File: src/rtl/seq_alu.sv
// Multi-cycle unsigned ALU with valid/ready handshakes on both sides.
// Optional divider datapath enabled by defining SEQ_ALU_DIV_EN.
module seq_alu #(
  parameter int unsigned WIDTH = 8
) (
  input  logic                 clk,
  input  logic                 rst_n,
  input  logic                 in_valid,
  output logic                 in_ready,
  input  logic [WIDTH-1:0]     a,
  input  logic [WIDTH-1:0]     b,
  input  logic [2:0]           op,
  output logic                 out_valid,
  input  logic                 out_ready,
  output logic [2*WIDTH-1:0]   result,
  output logic                 err
);

  localparam int unsigned CW = $clog2(WIDTH);

  typedef enum logic [1:0] {S_IDLE, S_BUSY, S_DONE} state_t;
  typedef enum logic [2:0] {
    OP_AND, OP_OR, OP_NOT, OP_XOR, OP_ADD, OP_SUB, OP_MUL, OP_DIV
  } op_t;

  state_t               state_q, state_d;
  op_t                  op_q, op_d;
  logic [WIDTH-1:0]     a_q, a_d, b_q, b_d;
  logic [CW-1:0]        cnt_q, cnt_d;
  logic [2*WIDTH-1:0]   acc_q, acc_d;
  logic [2*WIDTH-1:0]   result_q, result_d;
  logic                 err_q, err_d;
  logic                 in_ready_q, in_ready_d;
  logic                 out_valid_q, out_valid_d;

`ifdef SEQ_ALU_DIV_EN
  logic [WIDTH:0]       div_shift;
  logic [WIDTH:0]       div_diff;
  logic                 div_ge;
`endif

  always_comb begin
    state_d  = state_q;
    op_d     = op_q;
    a_d      = a_q;
    b_d      = b_q;
    cnt_d    = cnt_q;
    acc_d    = acc_q;
    result_d = result_q;
    err_d    = err_q;
`ifdef SEQ_ALU_DIV_EN
    // acc holds {remainder, dividend/quotient}; shift one dividend bit into the remainder
    div_shift = {acc_q[2*WIDTH-1:WIDTH], acc_q[WIDTH-1]};
    div_diff  = div_shift - {1'b0, b_q};
    div_ge    = (div_shift >= {1'b0, b_q});
`endif

    case (state_q)
      S_IDLE: begin
        if (in_valid) begin
          a_d      = a;
          b_d      = b;
          op_d     = op_t'(op);
          cnt_d    = '0;
          err_d    = 1'b0;
          result_d = '0;
          state_d  = S_DONE;
          unique case (op_t'(op))
            OP_AND: result_d[WIDTH-1:0] = a & b;
            OP_OR:  result_d[WIDTH-1:0] = a | b;
            OP_NOT: result_d[WIDTH-1:0] = ~a;
            OP_XOR: result_d[WIDTH-1:0] = a ^ b;
            OP_ADD: result_d[WIDTH:0]   = {1'b0, a} + {1'b0, b};
            OP_SUB: result_d[WIDTH:0]   = {1'b0, a} - {1'b0, b};
            OP_MUL: begin
              acc_d   = '0;
              state_d = S_BUSY;
            end
            OP_DIV: begin
`ifdef SEQ_ALU_DIV_EN
              if (b == '0) begin
                result_d = {a, {WIDTH{1'b1}}};
                err_d    = 1'b1;
              end else begin
                acc_d   = {{WIDTH{1'b0}}, a};
                state_d = S_BUSY;
              end
`else
              err_d = 1'b1;
`endif
            end
            default: ;
          endcase
        end
      end

      S_BUSY: begin
        cnt_d = cnt_q + CW'(1);
        case (op_q)
          OP_MUL: begin
            if (b_q[cnt_q])
              acc_d = acc_q + ({{WIDTH{1'b0}}, a_q} << cnt_q);
          end
`ifdef SEQ_ALU_DIV_EN
          OP_DIV: begin
            acc_d = {(div_ge ? div_diff[WIDTH-1:0] : div_shift[WIDTH-1:0]),
                     acc_q[WIDTH-2:0], div_ge};
          end
`endif
          default: ;
        endcase
        if (cnt_q == CW'(WIDTH-1)) begin
          state_d  = S_DONE;
          result_d = acc_d;
        end
      end

      S_DONE: begin
        if (out_ready)
          state_d = S_IDLE;
      end

      default: state_d = S_IDLE;
    endcase

    in_ready_d  = (state_d == S_IDLE);
    out_valid_d = (state_d == S_DONE);
  end

  always_ff @(posedge clk or negedge rst_n) begin
    if (!rst_n) begin
      state_q     <= S_IDLE;
      op_q        <= OP_AND;
      a_q         <= '0;
      b_q         <= '0;
      cnt_q       <= '0;
      acc_q       <= '0;
      result_q    <= '0;
      err_q       <= 1'b0;
      in_ready_q  <= 1'b1;
      out_valid_q <= 1'b0;
    end else begin
      state_q     <= state_d;
      op_q        <= op_d;
      a_q         <= a_d;
      b_q         <= b_d;
      cnt_q       <= cnt_d;
      acc_q       <= acc_d;
      result_q    <= result_d;
      err_q       <= err_d;
      in_ready_q  <= in_ready_d;
      out_valid_q <= out_valid_d;
    end
  end

  assign in_ready  = in_ready_q;
  assign out_valid = out_valid_q;
  assign result    = result_q;
  assign err       = err_q;

endmodule

File: config.mk
export PLATFORM = sky130hd
export DESIGN_NAME = seq_alu
export DESIGN_NICKNAME = d
export VERILOG_FILES = /design/src/rtl/seq_alu.sv
export SDC_FILE = /design/constraint.sdc
export NUM_CORES = 1
export LEC_CHECK = 0
export BUFFER_PORTS_ARGS = -buffer_cell sky130_fd_sc_hd__clkbuf_2
export CORE_MARGIN = 2
export CORE_UTILIZATION = 65
export DETAILED_ROUTE_END_ITERATION = 8
export HOLD_SLACK_MARGIN = 0.03
export PLACE_DENSITY = 0.86
export SYNTH_ARGS = -nofsm -noshare
export SYNTH_HDL_FRONTEND = slang
export SYNTH_SLANG_ARGS = --single-unit
File: constraint.sdc
create_clock -name clk -period 4.6 [get_ports clk]
set_clock_uncertainty 0.05 [all_clocks]
set_input_delay 0.23 -clock clk [delete_from_list [all_inputs] [get_ports clk]]
set_output_delay 0.23 -clock clk [all_outputs]
set_load 0.03 [all_outputs]
# Word-level counts from Yosys, hierarchy flattened
# Cells that the tools add are included.
[totals]
register_bits = 59
input_bits = 23
word_cells = 63
out_inout_bits = 19
[classes]
eq_ne = 15
shift = 1
reduce_logical = 8
n_addsub = 4
n_mux = 20
n_bitwise = 4
order_cmp = 1
[ops]
columns = ["op", "n"]
rows = [
  ["16-bit two-way mux", 6],
  ["16-bit one-hot mux with 2 select lines", 2],
  ["8-bit one-hot mux with 6 select lines", 1],
  ["3-bit equality test (second input constant)", 6],
  ["16-bit adder", 1],
  ["8-bit by 3-bit left shift with 16-bit output", 1],
  ["8-bit by 8-bit adder with 9-bit output", 1],
  ["8-bit by 8-bit subtractor with 9-bit output", 1],
  ["8-bit bitwise AND", 1],
  ["2-bit two-way mux", 4],
  ["8-bit NOT", 1],
  ["8-bit OR", 1],
  ["8-bit XOR", 1],
  ["3-bit by 2-bit equality test with 1-bit output (second input constant)", 2],
  ["2-bit one-hot mux with 3 select lines", 1],
  ["3-bit one-hot mux with 2 select lines", 1],
  ["3-bit AND reduction", 2],
  ["2-bit equality test (second input constant)", 2],
  ["2-bit zero test", 2],
  ["3-bit by 4-bit < comparator with 1-bit output (second input constant)", 1],
  ["2-bit != test (second input constant)", 2],
  ["2-bit AND reduction", 2],
  ["3-bit by 1-bit adder with 3-bit output (second input constant)", 1],
  ["1-bit binary-select mux with 3-bit select", 1],
  ["other kinds (8)", 9],
]

# Depth between registers and ports, before layout
[logic_depth]
depth_word = 6
ltp_mapped = 13
mapped_depth_nobuf = 12

# Worst setup path after synthesis
# Ideal clock, no wire load.
[synth_path]
path_kind = "reg-to-reg"
start = "register cnt_q[1]"
end = "register result_q[15] (netlist: result[15])"
setup_time_ps = 127
n_path_buf = 2
required_time_ps = 4423
path_stages_with_launch = 13
slack_ps = 1529
synth_period_minus_slack_ps = 3071
arrival_ps = 2894
path_cell_list = "dfrtp_1 > buf_2 > buf_1 > mux2i_1 > mux2_2 > mux2i_1 > ha_1 > a21oi_1 > o211ai_1 > o32a_1 > nand3_1 > mux2i_1 > or2_2"
[synth_between]
elab_chain_len = 6
elab_cells_between_ends = 11
cone_classes = "add/sub (1); eq/ne (2); shift (1); mux (6); reduce/logical (1)"
[synth_lines]
columns = ["element", "line_no", "text"]
rows = [
  ["from (decl)", "29", "logic [CW-1:0] cnt_q, cnt_d;"],
  ["from (signal assigned)", "147", "cnt_q <= cnt_d;"],
  ["8-bit by 3-bit left shift with 16-bit output or 1-bit binary-select mux with 3-bit select (tied branches)", "102, 101", ""],
  ["16-bit adder or 1-bit two-way mux (tied branches)", "102, 101", ""],
  ["16-bit two-way mux", "101", "if (b_q[cnt_q])"],
  ["16-bit two-way mux", "99", "case (op_q)"],
  ["16-bit two-way mux", "112", "if (cnt_q == CW'(WIDTH-1)) begin"],
  ["16-bit one-hot mux with 2 select lines", "58", "case (state_q)"],
  ["to (signal assigned)", "149", "result_q <= result_d;"],
  ["to (decl)", "31", "logic [2*WIDTH-1:0] result_q, result_d;"],
]
# Several ways; a longest one is shown, not always the timed one. The select of a mux whose other input is x is not followed.
# A chain may end at the register's enable or synchronous reset.

# Worst setup path after layout
# Same ends and word-level chain as after synthesis.

==> flow_summary.yaml <==
clock_tree:
  cts_setup_buffers: 0
  clkSlewWorstSetupHoldPaths_ns: 0.08
  cts_hold_buf: 1
  cts.path.max_buffers: 2
  cts_buffers: 9
  numClockSinks: 59
  clkLatencyLatePin_ns: 0.35
  cts_htree_levels: 3
  cts_tree: "yes"
  cts.repair.resized: 0
  root_buffer: "clkbuf_8"
synthesis:
  yosysSeqAreaShare_pct: 30.9
  synth_most_common_cell: "dfrtp_1"
  post_synth_num_cell_types: 68
  synth_top_cell_area_share_pct: 30.3
  synth-edff-count: 0
  synthTopCellsByCount: "dfrtp_1 (58), nand2_1 (42), ha_1 (41)"
  syn_inst: 521
  yosys_warnings: 0
  ys_ff_latch: 59
  yosys.area.top_type: "dfrtp_1"
  synth_nets: 588
  async_flop_share_pct: 100
  netlist_area_um2: 4780
  synth_area_leaders: "dfrtp_1 (30%), ha_1 (11%), mux2_2 (5.6%), mux2i_1 (4.2%), o21ai_0 (3.6%)"
  syn_area_per_cell_um2: 9.18
  yosys_most_used_dff: "dfrtp_1"
final_layout:
  drive_above_1_share_pct: 18.6
  nFillCells: 553
  final_util_pct: 72.5
  regArea_um2: 1480
  postLayoutCellArea_um2: 5200
  diodes: 0
  stdcell_count: 652
  layout.nets: 615
  synthToLayoutAreaGrowth_pct: 8.71
  multiInputGateArea_um2: 3040
worst_setup_path:
  critPathMaxFanout: 17
  arrival_ns: 3.83
  critPathKind: "reg -> reg"
  cp_data_required_time_ns: 4.78
  end_kind: "register"
  reg2reg_slack_ns: 0.95
  start_kind: "register"
pwr:
  leakagePower_nw: 2.44
  p_total_mw: 2.41
  power_density_nw_per_um2: 463
  ir_drop_v: 0.000328
sta:
  fmax_mhz: 274
  maxSlewViolCount: 0
  fin_crit_sh_pct: 79.4
  slew_headroom_pct: 51.6
  fin_setup_tns_ns: 0
  worst_slack_ns: 0.948
  worst_pin_slew_ns: 0.727
  hold_violations: 0
  finalSetupViolCount: 0
  finalCriticalPeriod_ns: 3.65
  rsz0062_at_grt: "no"
  holdWs_ns: 0.0908
global_routing:
  grt_max_degree: 60
  grt_antenna_before_repair: 0
  grt-ovfl-total: 0
  gr-usage-all-layers_pct: 31.1
  grt_first_pass_wirelength_um: 20200
  grt_pass1_vias: 4043
drt:
  num_vias: 4238
  avgViaCountPerCell: 6.50
  routed_wirelength_um: 12300
  drt_iter0_drc: 389
  drc: 0
  wl_per_cell_um: 18.9
  antenna_left: 0
  firstDrtPassIters: 5
floorplanning:
  die-area_um2: 8060
  start_util_pct: 66.7
  num_rows: 31
  core_area_um2: 7180
  fp.dieH_um: 89.8
  boundaryPins: 42
  dieWidth_um: 89.8
placed_design:
  portBuffers: 41
  finalWeightedCongestion: 0.995
  preCtsSetupSlack_ns: 1.13
  placed_area_um2: 5000
  hpwl_um: 9190
  dp.cells: 635
flow_run:
  maxCapViolCount: 0
run_status:
  status: "finished clean"
hold_path:
  hp-class: "in -> reg"
==> path summary, 6_finish.rpt <==
| path | start | end | cells past startpoint |
|---|---|---|---|
| worst max-delay path | cnt_q[1]$_DFFE_PN0P_ | result[15]$_DFFE_PN0P_ | 10 |
| worst min-delay path | b[2] | b_q[2]$_DFFE_PN0P_ | 2 |
| worst max register to register | cnt_q[1]$_DFFE_PN0P_ | result[15]$_DFFE_PN0P_ | 10 |
| worst min register to register | result[2]$_DFFE_PN0P_ | result[2]$_DFFE_PN0P_ | 2 |
| max in group asynchronous | rst_n | b_q[6]$_DFFE_PN0P_ | 3 |
| min in group asynchronous | rst_n | acc_q[1]$_DFFE_PN0P_ | 3 |
==> cell usage in the layout (no fill, tap or decap), drive strengths merged, types with 3 or more instances in the layout <==
| cell | Yosys | layout |
|---|---|---|
| o21bai | 4 | 4 |
| dfrtp | 58 | 58 |
| nand3 | 9 | 9 |
| a32oi | 6 | 6 |
| or3 | 4 | 4 |
| buf | 14 | 5 |
| ha | 41 | 41 |
| a221oi | 3 | 3 |
| nor3 | 14 | 14 |
| and2 | 5 | 5 |
| and3 | 3 | 3 |
| nand2 | 42 | 42 |
| a211oi | 10 | 10 |
| nor2 | 34 | 34 |
| a21oi | 25 | 25 |
| o21ai | 37 | 37 |
| o31ai | 9 | 9 |
| nand2b | 9 | 9 |
| mux2i | 20 | 20 |
| nor2b | 10 | 10 |
| mux4 | 5 | 5 |
| o41ai | 3 | 3 |
| o22ai | 6 | 6 |
| inv | 29 | 29 |
| a22o | 10 | 10 |
| o211ai | 8 | 8 |
| fa | 3 | 3 |
| a31oi | 4 | 4 |
| a21o | 9 | 9 |
| mux2 | 24 | 24 |
| clkbuf | 17 | 53 |
| o21a | 4 | 4 |
| xor2 | 3 | 3 |
| xnor2 | 10 | 10 |
==> cell type report <==
type | instances | area share [%]
Inverter | 30 | 2.17
Timing Repair Buffer | 47 | 4.86
Sequential cell | 59 | 28.4
Multi-Input combinational cell | 401 | 58.4
Tap cell | 99 | 2.38
Clock buffer | 12 | 2.79
Clock inverter | 4 | 0.962
==> report_power, final <==
group | total, mW | switching, mW | internal, mW
logic | 1.10 | 0.661 | 0.443
clock network | 0.483 | 0.218 | 0.264
registers | 0.820 | 0.156 | 0.664
total | 2.41 | 1.04 | 1.37
==> sequential cells by signal, summed over array words and instances, names as in the netlist <==
register / flops
state_q: 2
a_q: 8
err: 1
out_valid: 1
cnt_q: 3
result: 16
acc_q: 16
in_ready: 1
b_q: 8
op_q: 3
==> layer usage <==
layer | GRT usage [%] | vias up | routed length (um)
met5 | 0 | - | 0
li1 | - | 1962 | -
met3 | 6.87 | 23 | 889
met4 | 8.97 | 0 | 228
met1 | 41.3 | 2039 | 5170
met2 | 51.8 | 214 | 6060
==> logic make-up after synthesis <==
logic type | after synthesis | share of synthesized area (%)
multiplexers | 49 | 12.2
flip-flops | 59 | 30.9
XOR/XNOR | 13 | 2.38
buffers and inverters | 61 | 5.60
AO/OA/AOI/OAI | 154 | 22.7
adder cells (fa/ha/maj) | 44 | 12.0
AND/OR/NAND/NOR | 141 | 14.3
==> critical path, stage by stage (launching register included) <==
cell and delay (ns):
dfrtp_1 0.74, mux2_2 0.42, o21ai_0 0.22, mux2i_1 0.12, ha_1 0.41, a21oi_1 0.34
o211ai_1 0.19, o32a_1 0.45, nand3_1 0.19, mux2i_1 0.11, or2_2 0.29
Note: power is estimated with default switching activity, not from simulation.
